===== config.mk =====
export PLATFORM = sky130hd
export DESIGN_NAME = minesweeper_renderer
export DESIGN_NICKNAME = d
export VERILOG_FILES = /design/src/rtl/minesweeper_renderer.sv
export SDC_FILE = /design/constraint.sdc
export NUM_CORES = 1
export LEC_CHECK = 0
export BUFFER_PORTS_ARGS = -buffer_cell sky130_fd_sc_hd__buf_2
export CAP_MARGIN = 20
export CORE_MARGIN = 2
export CORE_UTILIZATION = 57
export CTS_BUF_LIST = sky130_fd_sc_hd__clkbuf_2
export DETAILED_ROUTE_END_ITERATION = 8
export PLACE_DENSITY = 0.85
export SLEW_MARGIN = 20
export SYNTH_ARGS = -nofsm -noshare
export SYNTH_HDL_FRONTEND = slang
export SYNTH_SLANG_ARGS = --single-unit
export TNS_END_PERCENT = 30

===== constraint.sdc =====
create_clock -name clk -period 3.7 [get_ports clk]
set_clock_uncertainty 0.2 [all_clocks]
set_input_delay 0.74 -clock clk [delete_from_list [all_inputs] [get_ports clk]]
set_output_delay 0.74 -clock clk [all_outputs]
set_load 0.005 [all_outputs]

===== src/rtl/minesweeper_renderer.sv =====
// Minesweeper board renderer: raster position + board RAM tile -> 8-bit RGB pixel.
// Latency: 2 pix_en strobes from hCount/vCount/syncs to rgb/hSync_out/vSync_out.
// Backpressure: none; advances only on pix_en. Option macro: RENDER_CURSOR_BLINK_EN.
module minesweeper_renderer (
    input  logic       clk,
    input  logic       rst,
    input  logic       pix_en,
    input  logic [9:0] hCount,
    input  logic [9:0] vCount,
    input  logic       bright,
    input  logic       hSync,
    input  logic       vSync,
    output logic [7:0] tile_addr,
    input  logic [3:0] tile_data,
    input  logic [3:0] cur_x,
    input  logic [3:0] cur_y,
    input  logic [1:0] game_state,
    output logic [7:0] rgb,
    output logic       hSync_out,
    output logic       vSync_out
);

    // Stage-1 registers: cell coordinates and pixel offset inside the cell.
    logic [3:0] col, row;
    logic [4:0] px, py;
    logic       in_board;
    logic       bright_s1;
    logic       hsync_s1, vsync_s1;

    logic [3:0] col_nxt, row_nxt;
    logic [4:0] px_nxt, py_nxt;
    logic       show_cursor;
    logic [7:0] colour;

    // Next cell position: column steps every pixel, row steps once per line at hCount==0.
    always_comb begin
        col_nxt = col;
        px_nxt  = px;
        row_nxt = row;
        py_nxt  = py;
        if (hCount == 10'd224) begin
            col_nxt = 4'd0;
            px_nxt  = 5'd0;
        end else if (px == 5'd29) begin
            col_nxt = col + 4'd1;
            px_nxt  = 5'd0;
        end else begin
            px_nxt  = px + 5'd1;
        end
        if (hCount == 10'd0) begin
            if (vCount == 10'd36) begin
                row_nxt = 4'd0;
                py_nxt  = 5'd0;
            end else if (vCount >= 10'd37 && vCount <= 10'd515) begin
                if (py == 5'd29) begin
                    row_nxt = row + 4'd1;
                    py_nxt  = 5'd0;
                end else begin
                    py_nxt  = py + 5'd1;
                end
            end
        end
    end

    // Stage 1: capture position, board window flag and syncs; issue the board RAM read.
    always_ff @(posedge clk or posedge rst) begin
        if (rst) begin
            col       <= 4'd0;
            row       <= 4'd0;
            px        <= 5'd0;
            py        <= 5'd0;
            in_board  <= 1'b0;
            bright_s1 <= 1'b0;
            hsync_s1  <= 1'b1;
            vsync_s1  <= 1'b1;
            tile_addr <= 8'h00;
        end else if (pix_en) begin
            col       <= col_nxt;
            row       <= row_nxt;
            px        <= px_nxt;
            py        <= py_nxt;
            in_board  <= (hCount >= 10'd224) && (hCount <= 10'd703) &&
                         (vCount >= 10'd36)  && (vCount <= 10'd515);
            bright_s1 <= bright;
            hsync_s1  <= hSync;
            vsync_s1  <= vSync;
            tile_addr <= {row_nxt, col_nxt};
        end
    end

`ifdef RENDER_CURSOR_BLINK_EN
    logic [4:0] frame_cnt;

    // Frame counter ticks at the top-left of each frame; bit 4 gates the cursor.
    always_ff @(posedge clk or posedge rst) begin
        if (rst) begin
            frame_cnt <= 5'd0;
        end else if (pix_en && hCount == 10'd0 && vCount == 10'd0) begin
            frame_cnt <= frame_cnt + 5'd1;
        end
    end

    assign show_cursor = ~frame_cnt[4];
`else
    assign show_cursor = 1'b1;
`endif

    // Glyph geometry inside a cell; segment vector ordered {a,b,c,d,e,f,g}.
    logic       x_span, x_left, x_right, y_top, y_mid, y_bot, y_upper, y_lower;
    logic [6:0] seg_hit, seg_mask;
    logic [7:0] digit_colour;
    logic       border, cursor_cell;

    assign x_span  = (px >= 5'd10) && (px <= 5'd19);
    assign x_left  = (px >= 5'd10) && (px <= 5'd11);
    assign x_right = (px >= 5'd18) && (px <= 5'd19);
    assign y_top   = (py >= 5'd6)  && (py <= 5'd7);
    assign y_mid   = (py >= 5'd14) && (py <= 5'd15);
    assign y_bot   = (py >= 5'd22) && (py <= 5'd23);
    assign y_upper = (py >= 5'd6)  && (py <= 5'd15);
    assign y_lower = (py >= 5'd14) && (py <= 5'd23);

    assign seg_hit = {x_span & y_top,     // a
                      x_right & y_upper,  // b
                      x_right & y_lower,  // c
                      x_span & y_bot,     // d
                      x_left & y_lower,   // e
                      x_left & y_upper,   // f
                      x_span & y_mid};    // g

    assign border      = (px < 5'd2) || (px > 5'd27) || (py < 5'd2) || (py > 5'd27);
    assign cursor_cell = (col == cur_x) && (row == cur_y);

    // Digit segment pattern and ink colour for values 1..8.
    always_comb begin
        seg_mask     = 7'b0000000;
        digit_colour = 8'h80;
        case (tile_data)
            4'd1: begin seg_mask = 7'b0110000; digit_colour = 8'h03; end
            4'd2: begin seg_mask = 7'b1101101; digit_colour = 8'h10; end
            4'd3: begin seg_mask = 7'b1111001; digit_colour = 8'hE0; end
            4'd4: seg_mask = 7'b0110011;
            4'd5: seg_mask = 7'b1011011;
            4'd6: seg_mask = 7'b1011111;
            4'd7: seg_mask = 7'b1110000;
            4'd8: seg_mask = 7'b1111111;
            default: seg_mask = 7'b0000000;
        endcase
    end

    // Pixel colour by priority: blanking, background, grid, cursor, tile content.
    always_comb begin
        colour = 8'h00;
        if (!bright_s1) begin
            colour = 8'h00;
        end else if (!in_board) begin
            case (game_state)
                2'd1:    colour = 8'h1C;
                2'd2:    colour = 8'hA0;
                default: colour = 8'h49;
            endcase
        end else if (px == 5'd0 || py == 5'd0) begin
            colour = 8'h24;
        end else if (cursor_cell && border && show_cursor) begin
            colour = 8'hFC;
        end else begin
            case (tile_data)
                4'd0: colour = 8'hB6;
                4'd1, 4'd2, 4'd3, 4'd4, 4'd5, 4'd6, 4'd7, 4'd8:
                    colour = |(seg_hit & seg_mask) ? digit_colour : 8'hB6;
                4'd9: begin
                    if (x_span && py >= 5'd10 && py <= 5'd19) colour = 8'h00;
                    else                                     colour = 8'hE0;
                end
                4'd11: begin
                    if (x_span && py >= 5'd6 && py <= 5'd13)
                        colour = 8'hE0;
                    else if (px >= 5'd14 && px <= 5'd15 && py >= 5'd14 && py <= 5'd23)
                        colour = 8'h00;
                    else
                        colour = 8'h92;
                end
                default: colour = 8'h92;
            endcase
        end
    end

    // Stage 2: register the pixel colour and the matching syncs.
    always_ff @(posedge clk or posedge rst) begin
        if (rst) begin
            rgb       <= 8'h00;
            hSync_out <= 1'b1;
            vSync_out <= 1'b1;
        end else if (pix_en) begin
            rgb       <= colour;
            hSync_out <= hsync_s1;
            vSync_out <= vsync_s1;
        end
    end

endmodule


Word level (Yosys, flattened, before mapping):

Cells that the tools add are included.

* register bits: 40
* input bits: 40

* equality and inequality tests: 18
* bitwise gates (word level): 8
* $lt $le $gt $ge: 24
* muxes and demuxes: 23
* $add $sub $neg: 4
* reductions and logical operators: 33

Operators with widths (number)
* 8-bit 2-to-1 mux: 8
* 7-bit case mux with 8 select lines: 1
* 8-bit case mux with 4 select lines: 1
* 5-bit 2-to-1 mux: 5
* 4-bit 2-to-1 mux: 6
* 8-bit case mux with 3 select lines: 1
* 1-bit logical AND: 21
* 10-bit by 6-bit >= comparator with 1-bit output (second input constant): 2
* 5-bit by 4-bit >= comparator with 1-bit output (second input constant): 4
* 10-bit less-or-equal comparator (second input constant): 2
* 5-bit by 4-bit less-or-equal comparator with 1-bit output (second input constant): 4
* 4-bit by 3-bit == test with 1-bit output (second input constant): 4
* 8-bit case mux with 2 select lines: 1
* 5-bit less-or-equal comparator (second input constant): 3
* 4-bit == test (second input constant): 3
* 5-bit by 1-bit adder with 5-bit output (second input constant): 2
* 10-bit by 6-bit == test with 1-bit output (second input constant): 1
* 10-bit by 8-bit == test with 1-bit output (second input constant): 1
* 5-bit == test (second input constant): 2
* 10-bit by 8-bit >= comparator with 1-bit output (second input constant): 1
* 5-bit >= comparator (second input constant): 2
* 5-bit greater-than comparator (second input constant): 2
* 10-bit logical NOT: 1
* 5-bit logical NOT: 2
* other kinds (17): 30

Longest topological paths before layout:

* word-level depth: 11
* gate-level depth with buffers: 10

Worst setup path before layout:

OpenSTA, ideal clock, no wires.

* kind: reg2reg
* start point: reg py[1]
* end point: reg rgb[5]
* slack: 0.924 ns
* cell stages (with the launch flop): 9
* arrival time: 2.496 ns
* period minus slack after synthesis: 2.776 ns
* data required time: 3.420 ns
* path through: dfrtp_1 -> ha_1 -> and3_1 -> ha_1 -> o311a_1 -> mux2_4 -> o21a_1 -> or4_4 -> o211ai_2

* word-level cells in the longest chain between the ends: 11

Ends and longest elaborated chain
* start, declared: line 25 `logic [4:0] px, py;`
* start signal, assigned: line 81 `py <= py_nxt;`
* 5-bit by 4-bit >= comparator with 1-bit output, or another cell as far along: line 118, 121
* 1-bit logical AND (on tied branches)
* 1-bit bitwise AND, or another cell as far along: line 129 `x_span & y_mid};`
* 7-bit bitwise AND: line 170 `colour = |(seg_hit & seg_mask) ? digit_colour : 8'hB6;`
* 7-bit OR reduction: line 170
* 8-bit 2-to-1 mux: line 170
* 8-bit case mux with 4 select lines: line 167 `case (tile_data)`
* 8-bit 2-to-1 mux: line 164 `end else if (cursor_cell && border && show_cursor) begin`
* 8-bit 2-to-1 mux (*): line 162 `end else if (px == 5'd0 || py == 5'd0) begin`
* 8-bit 2-to-1 mux (*): line 156 `end else if (!in_board) begin`
* 8-bit 2-to-1 mux (*): line 154 `if (!bright_s1) begin`
* end signal, assigned: line 195 `rgb <= colour;`
* end, declared: line 18 `output logic [7:0] rgb,`

Mark *: on every way between the ends. The rest lies on a longest branch, timed or not.
A chain may end at the register's enable or synchronous reset.

Final worst setup path:

Same ends and word-level chain as after synthesis.

==> results_dict.tcl <==
set metrics [dict create \
    met2_usage_pct 41.3 \
    fmax_ghz 0.323 \
    whs_ps 125 \
    hold_violations 0 \
    die_y_um 71.7 \
    period_needed_ps 3100 \
    via_count 2518 \
    synth_nets 361 \
    synth_edf_count 0 \
    nFillCells 345 \
    worst_slack_ps 599 \
    io_buffers 57 \
    multi_input_area_sq_mm 0.00165 \
    synthTopCellsByCount "dfrtp_1 (28), nor2_1 (26), inv_1 (23)" \
    vdd_drop_max_v 0.000280 \
    crit_type "flip-flop to flip-flop" \
    grt_pass1_wl_um 10500 \
    register_area_sq_um 806 \
    cp_common_cell "ha_1" \
    io-pin-count 58 \
    critPathCaptureType "flip-flop" \
    synthMostInstantiatedCell "dfrtp_1" \
    initial_utilization_pct 59.6 \
    power.density_mw_per_mm2 344 \
    critical_path_required_ps 3860 \
    cts.sinks 32 \
    synth-seq-cells 32 \
    drt_wl_total_um 6180 \
    seq_area_frac_synth_pct 30.8 \
    grt_usage_pct 25.6 \
    grt_pass1_vias 2372 \
    cts_setup_buffers 0 \
    cts_made_buffers 5 \
    antenna_found_initial 0 \
    viasPerCell 6.16 \
    hold_class "primary input to async pin" \
    yosys_most_used_dff "dfrtp_1" \
    root_buffer "clkbuf_2" \
    slew_headroom_pct 50.8 \
    cts_tree "yes" \
    instances_no_fill 409 \
    syn_avg_cell_area_sq_um 8.54 \
    ys_warn_count 0 \
    place.gp.congestion 0.931 \
    clkTransAtPathRegs_ps 200 \
    dr.pass1.iters 6 \
    drt_iter0_drc 245 \
    ant_nets 0 \
    rows 24 \
    detailedPlace.worstSlack_ps 649 \
    yosysTopAreaCell "dfrtp_1" \
    clockBufferDepth 2 \
    cts-htree-levels 2 \
    cts_resized 0 \
    globalRouteOverflowTotal 0 \
    drv_slew 0 \
    die_area_sq_mm 0.00514 \
    drive_above_1_share_pct 23.5 \
    met1_usage_pct 34.5 \
    rsz0062_at_grt "false" \
    crit_buf_inv 0 \
    outcome "complete, no violations" \
    busiest_layer "met2" \
    crit_family "compound AO/OA/AOI/OAI gates" \
    synth-async-reset-ratio_pct 100 \
    setup_tns_ps 0 \
    fin_crit_sh_pct 83.8 \
    drcViolationCount 0 \
    slowest_delay_ps 560 \
    synth.distinct_cells 65 \
    path_cells "ha_1, and3_1, ha_1, o311a_1, mux2_4, o21a_1, or4_4, o211ai_2" \
    final_nets 411 \
    dieWidth_um 71.7 \
    areaGrowthSynthToFinish_pct 13.4 \
    drv_cap 0 \
    syn_inst 306 \
    dp.final_hpwl_um 4760 \
    grt_max_degree 20 \
    postCtsHoldBufs 0 \
    antenna_cells 0 \
    use_met3_pct 5.06 \
    finalSetupViolations 0 \
    syn_area_sq_mm 0.00261 \
    placed_cells 401 \
    cp-start-kind "flip-flop" \
    clk_latency_ps 380 \
    critPathSlowestCell "dfrtp_1" \
    cp.arrival_ps 3260 \
    avgRoutedWirePerCell_um 15.1 \
    synth_top_area_share_pct 26.8 \
    cp_max_fo 15 \
    synthTopCellsByArea "dfrtp_1 (27%), ha_1 (7.2%), dfstp_2 (4.0%)" \
    core_sq_mm 0.00438 \
    total_leakage_power_nw 1.34 \
    max_slew.worst_pin.slew_ps 733 \
]
[layout by cell type, fill, tap and decap left out, drive strengths merged, types with 3 or more instances in the layout]
cell and count:
nor4bb 3, dfrtp 28, a221o 4, nand2b 8
a21o 4, inv 23, o311a 3, o21ai 17
nor2b 3, buf 58, nor4 3, dfstp 4
o211ai 3, nand2 20, o22ai 6, nand3 12
a211o 3, and3 5, o31ai 5, xnor2 8
a31oi 4, a211oi 3, clkbuf 5, nand4 7
nor2 26, mux2 8, ha 15, nor3 9
xor2 5, nand4b 3, a21oi 10
[through the flow]
step | power (mW) | cell area (sq um) | util, %
after floorplan | 0.676 | 2610 | -
after global placement | 0.766 | 2900 | 66.2
after detailed placement | 0.780 | 2900 | 66.2
after CTS | 1.02 | 2960 | 67.6
after global routing | 1.08 | 2960 | 67.6
final | 1.02 | 2960 | 67.6
[sequential cells by signal (all words and copies together), names as in the netlist]
signal / count
rgb: 8
tile_addr: 8
py: 5
hsync_s1: 1
hSync_out: 1
bright_s1: 1
vsync_s1: 1
in_board: 1
vSync_out: 1
px: 5
[report_power, final]
part           internal [mW]  switching [mW]
Combinational          0.137           0.157
Sequential             0.405          0.0785
Clock                  0.110           0.131
[cells by family (layout without fill, tap and decap cells)]
group	after synthesis	in the layout	share of synthesized area, %
adder cells (fa/ha/maj)	15	15	7.18
flip-flops	32	32	30.8
buffers and inverters	38	89	6.03
AO/OA/AOI/OAI	88	88	24.7
multiplexers	9	9	3.97
AND/OR/NAND/NOR	111	111	22.9
XOR/XNOR	13	13	4.36
[worst paths after layout]
check	from	endpoint	slack, ps	cells after the start
worst max-delay path	py[1]	rgb[5]	600	8
worst min-delay path	rst	rgb[3]	120	2
worst max register to register	py[1]	rgb[5]	600	8
worst min register to register	rgb[3]	rgb[3]	310	1
max in group asynchronous	rst	in_board	2480	3
min in group clk	rgb[3]	rgb[3]	310	1
[routing by layer]
layer  part of all wire, %  vias to the layer above
li1                      -                     1236
met1                    46                     1177
met2                    47                       96
met3                   5.7                        9
met4                   1.4                        0
met5                     0                        -
[cell type report]
| class | instances | area share [%] |
|---|---|---|
| clock inverters | 3 | 1.27 |
| repair buffers | 58 | 9.88 |
| inverters | 23 | 2.91 |
| multi-input cells | 236 | 55.7 |
| well taps | 52 | 2.20 |
| clock buffers | 5 | 0.845 |
| flip-flops and latches | 32 | 27.2 |
Note: power is estimated with default switching activity, not from simulation.
